--- src/rtl/highscore_table_pkg.sv ---
// Shared types and constants for the highscore table: packed time width and FSM states.
package highscore_table_pkg;

   localparam int TIME_W      = 15;
   localparam int ENTRIES_DEF = 3;

   typedef enum logic [1:0] {
      ST_IDLE   = 2'd0,
      ST_SCAN   = 2'd1,
      ST_INSERT = 2'd2,
      ST_DONE   = 2'd3
   } hs_state_t;

   function automatic logic [TIME_W-1:0] pack_time(input logic [6:0] seconds,
                                                   input logic [7:0] hundredths);
      return {seconds, hundredths};
   endfunction

endpackage

--- src/rtl/highscore_cmp.sv ---
// Combinational less-than of a candidate time against one slot; an empty slot always loses.
module highscore_cmp
   import highscore_table_pkg::*;
(
   input  logic [TIME_W-1:0] cand_i,
   input  logic [TIME_W-1:0] slot_i,
   input  logic              slot_valid_i,
   output logic              less_o
);

   // BCD digit order makes the plain unsigned compare correct.
   assign less_o = (!slot_valid_i) || (cand_i < slot_i);

endmodule

--- src/rtl/highscore_table.sv ---
// Sorted table of the best completion times, filled by a scan/shift FSM.
// Optional HIGHSCORE_CLEAR_EN adds a clear_req input that empties the table from IDLE.
module highscore_table
   import highscore_table_pkg::*;
#(
   parameter int ENTRIES = ENTRIES_DEF
) (
   input  logic                      clk,
   input  logic                      rst_n,
   input  logic                      insert_req,
   input  logic [6:0]                ins_seconds,
   input  logic [7:0]                ins_hundredths,
`ifdef HIGHSCORE_CLEAR_EN
   input  logic                      clear_req,
`endif
   output logic                      busy,
   output logic                      rank_vld,
   output logic [2:0]                rank,
   output logic [ENTRIES-1:0]        hs_valid,
   output logic [ENTRIES*TIME_W-1:0] hs_time
);

   hs_state_t         state_q;
   logic [2:0]        idx_q;
   logic [2:0]        pos_q;
   logic [TIME_W-1:0] cand_q;
   logic [TIME_W-1:0] slot_q [ENTRIES];
   logic [ENTRIES-1:0] vld_q;
   logic              busy_q;
   logic              rank_vld_q;
   logic [2:0]        rank_q;

   logic [TIME_W-1:0] cur_slot_s;
   logic              cur_vld_s;
   logic              hit_s;

   // Select the slot currently being scanned; idx never exceeds ENTRIES-1 in SCAN.
   always_comb begin
      cur_slot_s = '0;
      cur_vld_s  = 1'b0;
      for (int i = 0; i < ENTRIES; i++) begin
         if (idx_q == 3'(i)) begin
            cur_slot_s = slot_q[i];
            cur_vld_s  = vld_q[i];
         end
      end
   end

   highscore_cmp u_cmp (
      .cand_i       (cand_q),
      .slot_i       (cur_slot_s),
      .slot_valid_i (cur_vld_s),
      .less_o       (hit_s)
   );

   // Control FSM, shift array and registered status outputs.
   always_ff @(posedge clk) begin
      if (!rst_n) begin
         state_q    <= ST_IDLE;
         idx_q      <= 3'd0;
         pos_q      <= 3'd0;
         cand_q     <= '0;
         vld_q      <= '0;
         busy_q     <= 1'b0;
         rank_vld_q <= 1'b0;
         rank_q     <= 3'd0;
         for (int i = 0; i < ENTRIES; i++) slot_q[i] <= '0;
      end else begin
         rank_vld_q <= 1'b0;
         case (state_q)
            ST_IDLE: begin
`ifdef HIGHSCORE_CLEAR_EN
               if (clear_req) begin
                  vld_q <= '0;
                  for (int i = 0; i < ENTRIES; i++) slot_q[i] <= '0;
               end else
`endif
               if (insert_req) begin
                  cand_q  <= pack_time(ins_seconds, ins_hundredths);
                  idx_q   <= 3'd0;
                  busy_q  <= 1'b1;
                  state_q <= ST_SCAN;
               end
            end
            ST_SCAN: begin
               if (hit_s) begin
                  pos_q   <= idx_q;
                  state_q <= ST_INSERT;
               end else if (idx_q == 3'(ENTRIES - 1)) begin
                  // Unplaced times take a no-op INSERT so the latency stays ENTRIES+2.
                  pos_q   <= 3'(ENTRIES);
                  state_q <= ST_INSERT;
               end else begin
                  idx_q <= idx_q + 3'd1;
               end
            end
            ST_INSERT: begin
               for (int i = 1; i < ENTRIES; i++) begin
                  if (3'(i) > pos_q) begin
                     slot_q[i] <= slot_q[i-1];
                     vld_q[i]  <= vld_q[i-1];
                  end else if (3'(i) == pos_q) begin
                     slot_q[i] <= cand_q;
                     vld_q[i]  <= 1'b1;
                  end
               end
               if (pos_q == 3'd0) begin
                  slot_q[0] <= cand_q;
                  vld_q[0]  <= 1'b1;
               end
               state_q <= ST_DONE;
            end
            ST_DONE: begin
               rank_vld_q <= 1'b1;
               rank_q     <= pos_q;
               busy_q     <= 1'b0;
               state_q    <= ST_IDLE;
            end
            default: begin
               busy_q  <= 1'b0;
               state_q <= ST_IDLE;
            end
         endcase
      end
   end

   // Flatten the slot registers onto the output bus.
   always_comb begin
      hs_time = '0;
      for (int i = 0; i < ENTRIES; i++) hs_time[i*TIME_W +: TIME_W] = slot_q[i];
   end

   assign busy     = busy_q;
   assign rank_vld = rank_vld_q;
   assign rank     = rank_q;
   assign hs_valid = vld_q;

endmodule

--- config.mk ---
export PLATFORM = sky130hd
export DESIGN_NAME = highscore_table
export DESIGN_NICKNAME = d
export VERILOG_FILES = /design/src/rtl/highscore_table_pkg.sv /design/src/rtl/highscore_cmp.sv /design/src/rtl/highscore_table.sv
export SDC_FILE = /design/constraint.sdc
export NUM_CORES = 1
export LEC_CHECK = 0
export ABC_AREA = 1
export ABC_CLOCK_PERIOD_IN_PS = 3300
export CAP_MARGIN = 40
export CORE_MARGIN = 4
export CORE_UTILIZATION = 40
export DETAILED_ROUTE_END_ITERATION = 10
export PLACE_DENSITY = 0.59
export SLEW_MARGIN = 15
export SYNTH_ARGS = -nofsm -noshare
export SYNTH_HDL_FRONTEND = slang
export SYNTH_HIERARCHICAL = 1
export SYNTH_SLANG_ARGS = --single-unit
--- constraint.sdc ---
create_clock -name clk -period 3.3 [get_ports clk]
set_input_delay 0.66 -clock clk [delete_from_list [all_inputs] [get_ports clk]]
set_output_delay 0.66 -clock clk [all_outputs]
set_load 0.02 [all_outputs]
==> impl_metrics.py, run 1 <==
metrics = {
    "synthesis": {
        "ys_seq_area_frac": 0.461,
        "syn_area_per_cell_um2": 8.15,
        "ys_types": 29,
        "ys.warnings.count": 6,
        "ys_ff_latch": 76,
        "async_reset_ff_frac": 0,
        "ys_top_cells_by_area": "edfxtp_1, dfxtp_1, nand2_1",
        "yosys.area.top_type_share": 0.316,
        "synth_common_cells": "nand2_1, inv_1, nor2_1, edfxtp_1, a21oi_1",
        "syn_inst": 525,
        "synth_area_mm2": 0.00428,
        "ys.flop_type": "edfxtp_1",
        "synth_edf_count": 45,
        "mappedNetlistNets": 565,
        "yosysMostFrequentCell": "nand2_1",
        "yosys.area.top_type": "edfxtp_1",
    },
    "clock_network": {
        "clock_latency_ns": 0.35,
        "cts_buffer_depth": 2,
        "cts_tree": "yes",
        "clkSinkCount": 76,
        "cts_resized": 0,
        "clkTransAtPathRegs_ns": 0.09,
        "holdBufCountCts": 0,
        "cts_buffers": 9,
        "h-tree-depth": 3,
        "clockRootBuffer": "clkbuf_8",
    },
    "power_and_ir_drop": {
        "p_leak_nw": 2.25,
        "power.density_mw_per_mm2": 787,
        "max-vdd-ir-drop_mv": 0.391,
        "pwr-share-clk": 0.166,
        "p_sw_w": 0.00179,
        "pwr-share-comb": 0.479,
        "intPower_w": 0.00235,
        "swShare": 0.433,
        "power_w": 0.00414,
        "seqPwrFrac": 0.355,
    },
    "final_layout": {
        "fill_cells": 1009,
        "seq_area_mm2": 0.00197,
        "multiInputGateArea_mm2": 0.00186,
        "fin_area_mm2": 0.00526,
        "fin_nets": 630,
        "layout-drive-gt1-share": 0.0859,
        "num_antenna_cells": 0,
        "area_delta_synth_final_pct": 22.9,
    },
    "global_route": {
        "grt_pass1_vias": 3677,
        "grt-ovfl-total": 0,
        "antenna_found_initial": 0,
        "grt_first_pass_wirelength_mm": 18.1,
        "grt_max_degree": 35,
        "grt_util_all_layers": 0.180,
    },
    "sta": {
        "finalSetupViolCount": 0,
        "rsz0062_at_grt": "no",
        "tns_ns": 0,
        "clock_skew_ns": 0.0148,
        "maxSlewHeadroom": 0.443,
        "period_share": 0.882,
        "fin_crit_ns": 2.91,
        "fmax_ghz": 0.344,
        "hold_viol": 0,
        "slew_violations": 0,
        "tightestPinTransition_ns": 0.834,
    },
    "placed_design": {
        "numPortBuffers": 70,
        "gp_congestion": 0.847,
        "dp_hpwl_mm": 7.84,
        "place_area_mm2": 0.00505,
    },
    "routing": {
        "initialDrtViolationCount": 298,
        "routedWlPerCell_um": 15.2,
        "ant_nets": 0,
        "first_pass_iters": 4,
        "viasPerCell": 5.11,
        "routed_wl_mm": 11.1,
        "vias": 3727,
        "drc": 0,
    },
    "floorplanning": {
        "fp.dieH_um": 111,
        "rows": 37,
        "io_pins": 71,
        "die_x_um": 111,
        "start_util": 0.413,
        "die_area_mm2": 0.0124,
        "core_mm2": 0.0104,
    },
    "critical_path": {
        "cp.required_ns": 3.56,
        "cp_num_buf_inv": 5,
        "crit_type": "flop to flop",
        "critPathArrivalTime_ns": 3.17,
        "worstSetupStartpointType": "flop",
        "cpMaxStageDelayCell": "dfxtp_1",
        "end_kind": "flop",
        "cp_max_fo": 17,
        "slowest_delay_ns": 0.37,
        "crit_top_cell": "nand2_1",
        "critical-path-top-delay-family": "simple AND/OR/NAND/NOR gates",
        "path_cells": "inv_1 > ha_1 > inv_2 > nor2_4 > buf_12 > nand2_1 > a31oi_2 > inv_1 > ha_1 > nand2_1 > inv_1 > nand2_1 > nand2_1 > nand2_1 > nand2_1 > nand2_1 > nand2_1 > nand2_1 > nand2_1 > nand2_1 > nor2_4 > nand2_1 > nand2_1 > nor2_1",
    },
    "worst_hold_path": {
        "hp-class": "flop to flop",
    },
    "run": {
        "maxCapViolations": 0,
    },
    "run_status": {
        "outcome": "finished, final reports clean",
    },
}
layout by cell type, fill, tap and decap left out, types with 2 or more instances in the layout:
| cell type | netlist | routed |
|---|---|---|
| clkdlybuf4s50_1 | 0 | 70 |
| buf_4 | 2 | 8 |
| nor2_1 | 69 | 69 |
| nand2_2 | 2 | 2 |
| a21oi_1 | 44 | 44 |
| nand2_1 | 118 | 118 |
| nand3_1 | 21 | 21 |
| o211ai_1 | 3 | 3 |
| dfxtp_1 | 31 | 31 |
| inv_1 | 74 | 74 |
| o21ai_0 | 19 | 19 |
| a31oi_1 | 8 | 8 |
| a21oi_2 | 2 | 2 |
| nand2_4 | 2 | 2 |
| clkbuf_8 | 0 | 9 |
| ha_1 | 22 | 22 |
| inv_2 | 3 | 3 |
| nand4_1 | 16 | 16 |
| nor2_4 | 4 | 4 |
| edfxtp_1 | 45 | 45 |
| nand3_2 | 4 | 4 |
| a31oi_2 | 8 | 8 |
| clkinvlp_4 | 0 | 2 |
what timing repair did:
| item | 4_1_cts | 5_1_grt |
|---|---|---|
| setup endpoints to repair | 0 | 5 |
| endpoints found under the hold margin | 0 | 0 |
| setup buffers | 0 | 2 |
state kept, by name (all words and copies together) (netlist names):
register	cells
pos_q	3
rank_vld	1
idx_q	3
slot_q	45
busy	1
cand_q	15
hs_valid	3
state_q	2
rank	3
metrics by stage:
step / setup slack [ns] / cells / utilization / hold slack, ns
detailed placement: 0.339 / 713 / 0.487 / 0.479
CTS: 0.323 / 728 / 0.505 / 0.489
global route: 0.0675 / 730 / 0.507 / 0.523
finish: 0.389 / 730 / 0.507 / 0.488
global placement: 0.432 / 713 / 0.487 / 0.468
floorplan: 0.710 / 525 / - / 0.469
area by class of cell:
cell class | count | area share
clock buffers | 10 | 0.0243
flip-flops and latches | 76 | 0.375
multi-input cells | 346 | 0.354
inverters | 78 | 0.0561
well taps | 136 | 0.0324
clock inverters | 5 | 0.0102
repair buffers | 79 | 0.148
kinds of logic (layout without fill, tap and decap cells):
kind of cell             count (synthesis)  after routing  synth area share
adder cells (fa/ha/maj)                 22             22            0.0643
buffers and inverters                  103            172             0.104
flip-flops                              76             76             0.461
AND/OR/NAND/NOR                        239            239             0.250
AO/OA/AOI/OAI                           85             85             0.120
worst reg2reg max path, cell delays in order, from the launching register on:
cell     delay [ns]
dfxtp_1        0.37
inv_1          0.10
ha_1           0.16
inv_2          0.16
nor2_4         0.25
buf_12         0.16
nand2_1        0.06
a31oi_2        0.16
inv_1          0.07
ha_1           0.30
nand2_1        0.06
inv_1          0.04
nand2_1        0.04
nand2_1        0.06
nand2_1        0.05
nand2_1        0.05
nand2_1        0.04
nand2_1        0.06
nand2_1        0.10
nand2_1        0.15
nand2_1        0.11
nor2_4         0.14
nand2_1        0.06
nand2_1        0.05
nor2_1         0.04
path summary, 6_finish.rpt:
| check | startpoint | to | slack [ns] | depth (start not counted) |
|---|---|---|---|---|
| worst max-delay path | idx_q[1] | idx_q[1] | 0.39 | 24 |
| worst min-delay path | hs_valid[2] | hs_valid[2] | 0.49 | 2 |
| worst max register to register | idx_q[1] | idx_q[1] | 0.39 | 24 |
| worst min register to register | hs_valid[2] | hs_valid[2] | 0.49 | 2 |
routing by layer:
layer,vias up,part of all wire,global-route usage
met5,-,0,0
met3,24,0.062,0.0299
li1,1837,-,-
met4,0,0.020,0.0754
met2,138,0.48,0.300
met1,1728,0.44,0.231
power by group through the flow:
| stage | sequential, W | clock (W) | combinational [W] |
|---|---|---|---|
| floorplan | 0.00157 | 0 | 0.00127 |
| global placement | 0.00148 | 0 | 0.00191 |
| detailed placement | 0.00149 | 0 | 0.00194 |
| CTS | 0.00147 | 0.000697 | 0.00196 |
| global route | 0.00150 | 0.000739 | 0.00222 |
| finish | 0.00147 | 0.000688 | 0.00198 |
No activity file was read; power rests on OpenSTA's default activity.
==> run 2, diff against run 1 <==
- CORE_UTILIZATION: 40 -> 45
- PLACE_DENSITY: 0.59 -> 0.65
==> impl_metrics.py, run 2 (synthesized netlist as in run 1, its figures left out) <==
metrics = {
    "run_status": {
        "outcome": "finished, final reports clean",
    },
    "final_layout": {
        "top_register": "slot_q",
        "num_antenna_cells": 0,
        "mostFrequentLayoutCells": "nand2_1, inv_1, clkdlybuf4s50_1, nor2_1, edfxtp_1",
        "fill_cells": 863,
        "area_delta_synth_final_pct": 22.4,
        "final_common_cell": "nand2_1",
        "layout-drive-gt1-share": 0.0826,
        "fin_nets": 628,
        "largestRegisters": "slot_q x45, cand_q x15",
        "final_core_util": 0.567,
        "largest_reg_flops": 45,
    },
    "routing": {
        "initialDrtViolationCount": 249,
        "wl_met1_mm": 4.82,
        "drc": 0,
        "first_pass_iters": 6,
        "routedWlPerCell_um": 15.4,
        "viasPerCell": 5.17,
        "met3WireLength_um": 704,
        "highest_layer": "met4",
        "route.met2.wl_mm": 5.34,
        "ant_nets": 0,
        "routed_wl_mm": 11.1,
        "vias": 3735,
    },
    "sta": {
        "maxSlewHeadroom": 0.455,
        "tns_ns": 0,
        "tightestPinTransition_ns": 0.815,
        "fmax_ghz": 0.336,
        "clock_skew_ns": 0.0108,
        "hold_ws_ns": 0.485,
        "slew_violations": 0,
        "setup_slack_ns": 0.325,
        "finalSetupViolCount": 0,
        "hold_viol": 0,
        "period_share": 0.901,
        "rsz0062_at_grt": "no",
        "fin_crit_ns": 2.97,
    },
    "clock_network": {
        "h-tree-depth": 3,
        "cts_buffer_depth": 2,
        "clockRootBuffer": "clkbuf_8",
        "cts_setup_buffers": 0,
        "clkTransAtPathRegs_ns": 0.08,
        "clock_latency_ns": 0.35,
        "cts_buffers": 9,
        "clkSinkCount": 76,
        "holdBufCountCts": 0,
        "cts_tree": "yes",
        "cts_resized": 0,
    },
    "global_route": {
        "grt_util_all_layers": 0.204,
        "grt_pass1_vias": 3623,
        "grt-ovfl-total": 0,
        "antenna_found_initial": 0,
        "grt_first_pass_wirelength_mm": 18.0,
        "grt_max_degree": 35,
    },
    "placed_design": {
        "gp_congestion": 0.885,
        "dp_hpwl_mm": 7.89,
        "numPortBuffers": 70,
        "pre_cts_slack_ns": 0.368,
    },
    "critical_path": {
        "worstSetupStartpointType": "flop",
        "critPathArrivalTime_ns": 3.27,
        "cp.required_ns": 3.59,
        "reg2reg_slack_ns": 0.33,
        "end_kind": "flop",
        "cp_max_fo": 16,
        "crit_type": "flop to flop",
    },
    "floorplanning": {
        "die_x_um": 106,
        "fp.dieH_um": 106,
        "core_mm2": 0.00924,
        "die_area_mm2": 0.0111,
        "start_util": 0.463,
        "io_pins": 71,
        "rows": 35,
    },
    "power_and_ir_drop": {
        "power.density_mw_per_mm2": 795,
        "max-vdd-ir-drop_mv": 0.421,
        "power_w": 0.00416,
        "p_leak_nw": 2.24,
    },
    "run": {
        "maxCapViolations": 0,
    },
    "worst_hold_path": {
        "hp-class": "flop to flop",
    },
}
run 2: cell count changes in the layout (fill, tap and decap cells not counted):
| cell | before | now |
|---|---|---|
| buf_4 | 8 | 6 |
| clkinv_1 | 1 | 2 |
| clkinv_2 | 1 | 2 |
| clkinvlp_4 | 2 | 1 |
run 2: metal layers:
layer,vias up,GRT usage
met2,144,0.342
met4,0,0.0870
met3,20,0.0337
met5,-,0
met1,1730,0.261
li1,1841,-
run 2: path summary, 6_finish.rpt:
check,startpoint,end,cells past startpoint
worst max-delay path,idx_q[0],idx_q[1],21
worst min-delay path,hs_valid[2],hs_valid[2],2
worst max register to register,idx_q[0],idx_q[1],21
worst min register to register,hs_valid[2],hs_valid[2],2
run 2: through the flow:
stage | instance area [µm²] | cells
4_1_cts | 5210 | 720
3_5_place_dp | 5030 | 704
3_3_place_gp | 5030 | 704
6_report | 5240 | 722
5_1_grt | 5240 | 722
2_1_floorplan | 4280 | 525
run 2: area by class of cell:
class                   instances  area [µm²]  area share
flip-flops and latches         76        1970       0.376
multi-input cells             346        1860       0.355
repair buffers                 77         766       0.146
inverters                      78         295      0.0564
well taps                     129         161      0.0308
clock buffers                  10         128      0.0244
clock inverters                 6        55.1      0.0105
run 2: report_power, final:
part | switching [W] | internal (W) | total [W] | leakage [nW]
Sequential | 0.000220 | 0.00125 | 0.00147 | 0.723
Clock | 0.000347 | 0.000342 | 0.000690 | 0.0911
Combinational | 0.00125 | 0.000756 | 0.00200 | 1.43
run 2: worst max-delay path, cell delays in order (launching register included):
cell and delay, ns:
dfxtp_1 0.36, inv_1 0.14, ha_1 0.17, inv_1 0.06
nor2_4 0.35, nand3_1 0.17, a31oi_2 0.17, inv_1 0.06
ha_1 0.29, a21oi_1 0.20, nand2_1 0.09, nand2_1 0.06
nand2_1 0.06, nand2_1 0.06, nand2_1 0.05, nand2_1 0.10
nand2_1 0.13, nand2_1 0.15, nor2_4 0.05, nand2_1 0.05
nand2_1 0.05, nor2_1 0.09
==> run 3, diff against run 2 <==
- DONT_BUFFER_PORTS: default -> 1
- PLACE_DENSITY: 0.65 -> 0.56
==> impl_metrics.py, run 3 (synthesized netlist as in run 1, its figures left out) <==
metrics = {
    "run_status": {
        "outcome": "finished, final reports clean",
    },
    "final_layout": {
        "final_core_util": 0.494,
        "fin_nets": 557,
        "mostFrequentLayoutCells": "nand2_1, inv_1, nor2_1, edfxtp_1, a21oi_1",
        "fin_area_mm2": 0.00456,
        "fill_cells": 928,
        "largestRegisters": "slot_q x45, cand_q x15",
        "final_common_cell": "nand2_1",
        "largest_reg_flops": 45,
        "layout-drive-gt1-share": 0.0958,
        "top_register": "slot_q",
        "area_delta_synth_final_pct": 6.64,
        "num_antenna_cells": 0,
        "finalNonFillerCells": 651,
    },
    "clock_network": {
        "cts_buffers": 9,
        "h-tree-depth": 3,
        "clock_latency_ns": 0.35,
        "clkTransAtPathRegs_ns": 0.08,
        "clkSinkCount": 76,
        "cts_buffer_depth": 2,
        "cts_tree": "yes",
        "clockRootBuffer": "clkbuf_8",
    },
    "global_route": {
        "grt_max_degree": 50,
        "grt_util_all_layers": 0.201,
        "grt-ovfl-total": 0,
        "grt_first_pass_wirelength_mm": 17.5,
        "antenna_found_initial": 0,
        "grt_pass1_vias": 3437,
    },
    "routing": {
        "first_pass_iters": 4,
        "drc": 0,
        "wl_met1_mm": 4.72,
        "met3WireLength_um": 872,
        "vias": 3393,
        "route.met2.wl_mm": 5.21,
        "routed_wl_mm": 10.9,
        "routedWlPerCell_um": 16.8,
        "ant_nets": 0,
        "viasPerCell": 5.21,
        "initialDrtViolationCount": 138,
        "highest_layer": "met4",
    },
    "critical_path": {
        "critical-path-top-delay-family": "simple AND/OR/NAND/NOR gates",
        "worstSetupStartpointType": "flop",
        "crit_top_cell": "nand2_1",
        "slowest_delay_ns": 0.35,
        "crit_start": "idx_q[0]",
        "cp.required_ns": 3.54,
        "crit_type": "flop to flop",
        "cp_num_buf_inv": 4,
        "rr_startpoint": "idx_q[0]",
        "end_kind": "flop",
        "critPathArrivalTime_ns": 3.11,
        "reg2reg_slack_ns": 0.43,
        "reg2reg_depth": 21,
        "cp_max_fo": 16,
        "reg2reg_to": "idx_q[1]",
        "path_cells": "inv_1 > ha_1 > inv_1 > nor2_4 > nand3_1 > a31oi_1 > inv_1 > ha_1 > nand2_1 > nor2_2 > inv_1 > nor2_1 > nand2_1 > nand2_1 > nand2_1 > nand2_1 > nand2_1 > nor2_4 > nand2_1 > nand2_1 > nor2_1",
        "cpMaxStageDelayCell": "dfxtp_1",
    },
    "floorplanning": {
        "core_mm2": 0.00924,
        "io_pins": 71,
        "rows": 35,
        "die_x_um": 106,
        "start_util": 0.463,
        "die_area_mm2": 0.0111,
        "fp.dieH_um": 106,
    },
    "worst_hold_path": {
        "hp-class": "input pin to flop",
        "hold_path_end": "rank_vld",
        "hp-start": "rst_n",
        "holdPathStages": 2,
    },
    "sta": {
        "hold_viol": 0,
        "maxSlewHeadroom": 0.457,
        "finalSetupViolCount": 0,
        "tightestPinTransition_ns": 0.813,
        "tns_ns": 0,
        "clock_skew_ns": 0.00853,
        "slew_violations": 0,
        "fmax_ghz": 0.349,
        "fin_crit_ns": 2.87,
        "period_share": 0.869,
        "hold_ws_ns": 0.436,
        "rsz0062_at_grt": "no",
    },
    "placed_design": {
        "gp_congestion": 0.807,
        "dp_hpwl_mm": 7.47,
        "place_area_mm2": 0.00431,
        "numPortBuffers": 0,
        "dp.cells": 632,
    },
    "power_and_ir_drop": {
        "max-vdd-ir-drop_mv": 0.341,
        "power.density_mw_per_mm2": 875,
        "p_leak_nw": 2.00,
    },
    "run": {
        "maxCapViolations": 0,
    },
}
-- run 3: where the power goes --
part | internal [W] | total [W] | switching (W)
clock | 0.000443 | 0.000790 | 0.000347
combinational | 0.000549 | 0.00157 | 0.00102
sequential | 0.00126 | 0.00163 | 0.000379
total | 0.00225 | 0.00399 | 0.00174
-- run 3: cell type report --
cell class                      instances  area, µm²  area share
Sequential cell                        76       1970       0.432
Multi-Input combinational cell        346       1860       0.408
Inverter                               78        295      0.0647
Tap cell                              129        161      0.0354
Clock buffer                           11        141      0.0310
Clock inverter                          5       75.1      0.0165
Timing Repair Buffer                    6       57.6      0.0126
-- run 3: through the flow --
step / power, W / setup slack [ns]
global route: 0.00434 / 0.0625
floorplan: 0.00284 / 0.710
global placement: 0.00315 / 0.403
detailed placement: 0.00318 / 0.338
CTS: 0.00398 / 0.322
finish: 0.00399 / 0.432
-- run 3: what timing repair did --
item,4_1_cts,5_1_grt
resized for setup,0,0
buffers inserted,0,3
hold buffers,0,0
endpoints found under the setup margin,0,2
-- run 3: worst max-delay path by stage --
stage | to | slack [ns] | cells after the start
2_1_floorplan | idx_q[1] | 0.71 | 21
3_3_place_gp | idx_q[1] | 0.40 | 20
3_5_place_dp | idx_q[1] | 0.34 | 21
4_1_cts | idx_q[1] | 0.32 | 21
5_1_grt | idx_q[2] | 0.06 | 20
6_report | idx_q[1] | 0.43 | 21
-- run 3: layer usage --
metal	vias up	GRT usage
li1	1692	-
met1	1594	0.248
met2	97	0.338
met3	10	0.0600
met4	0	0.0638
met5	-	0
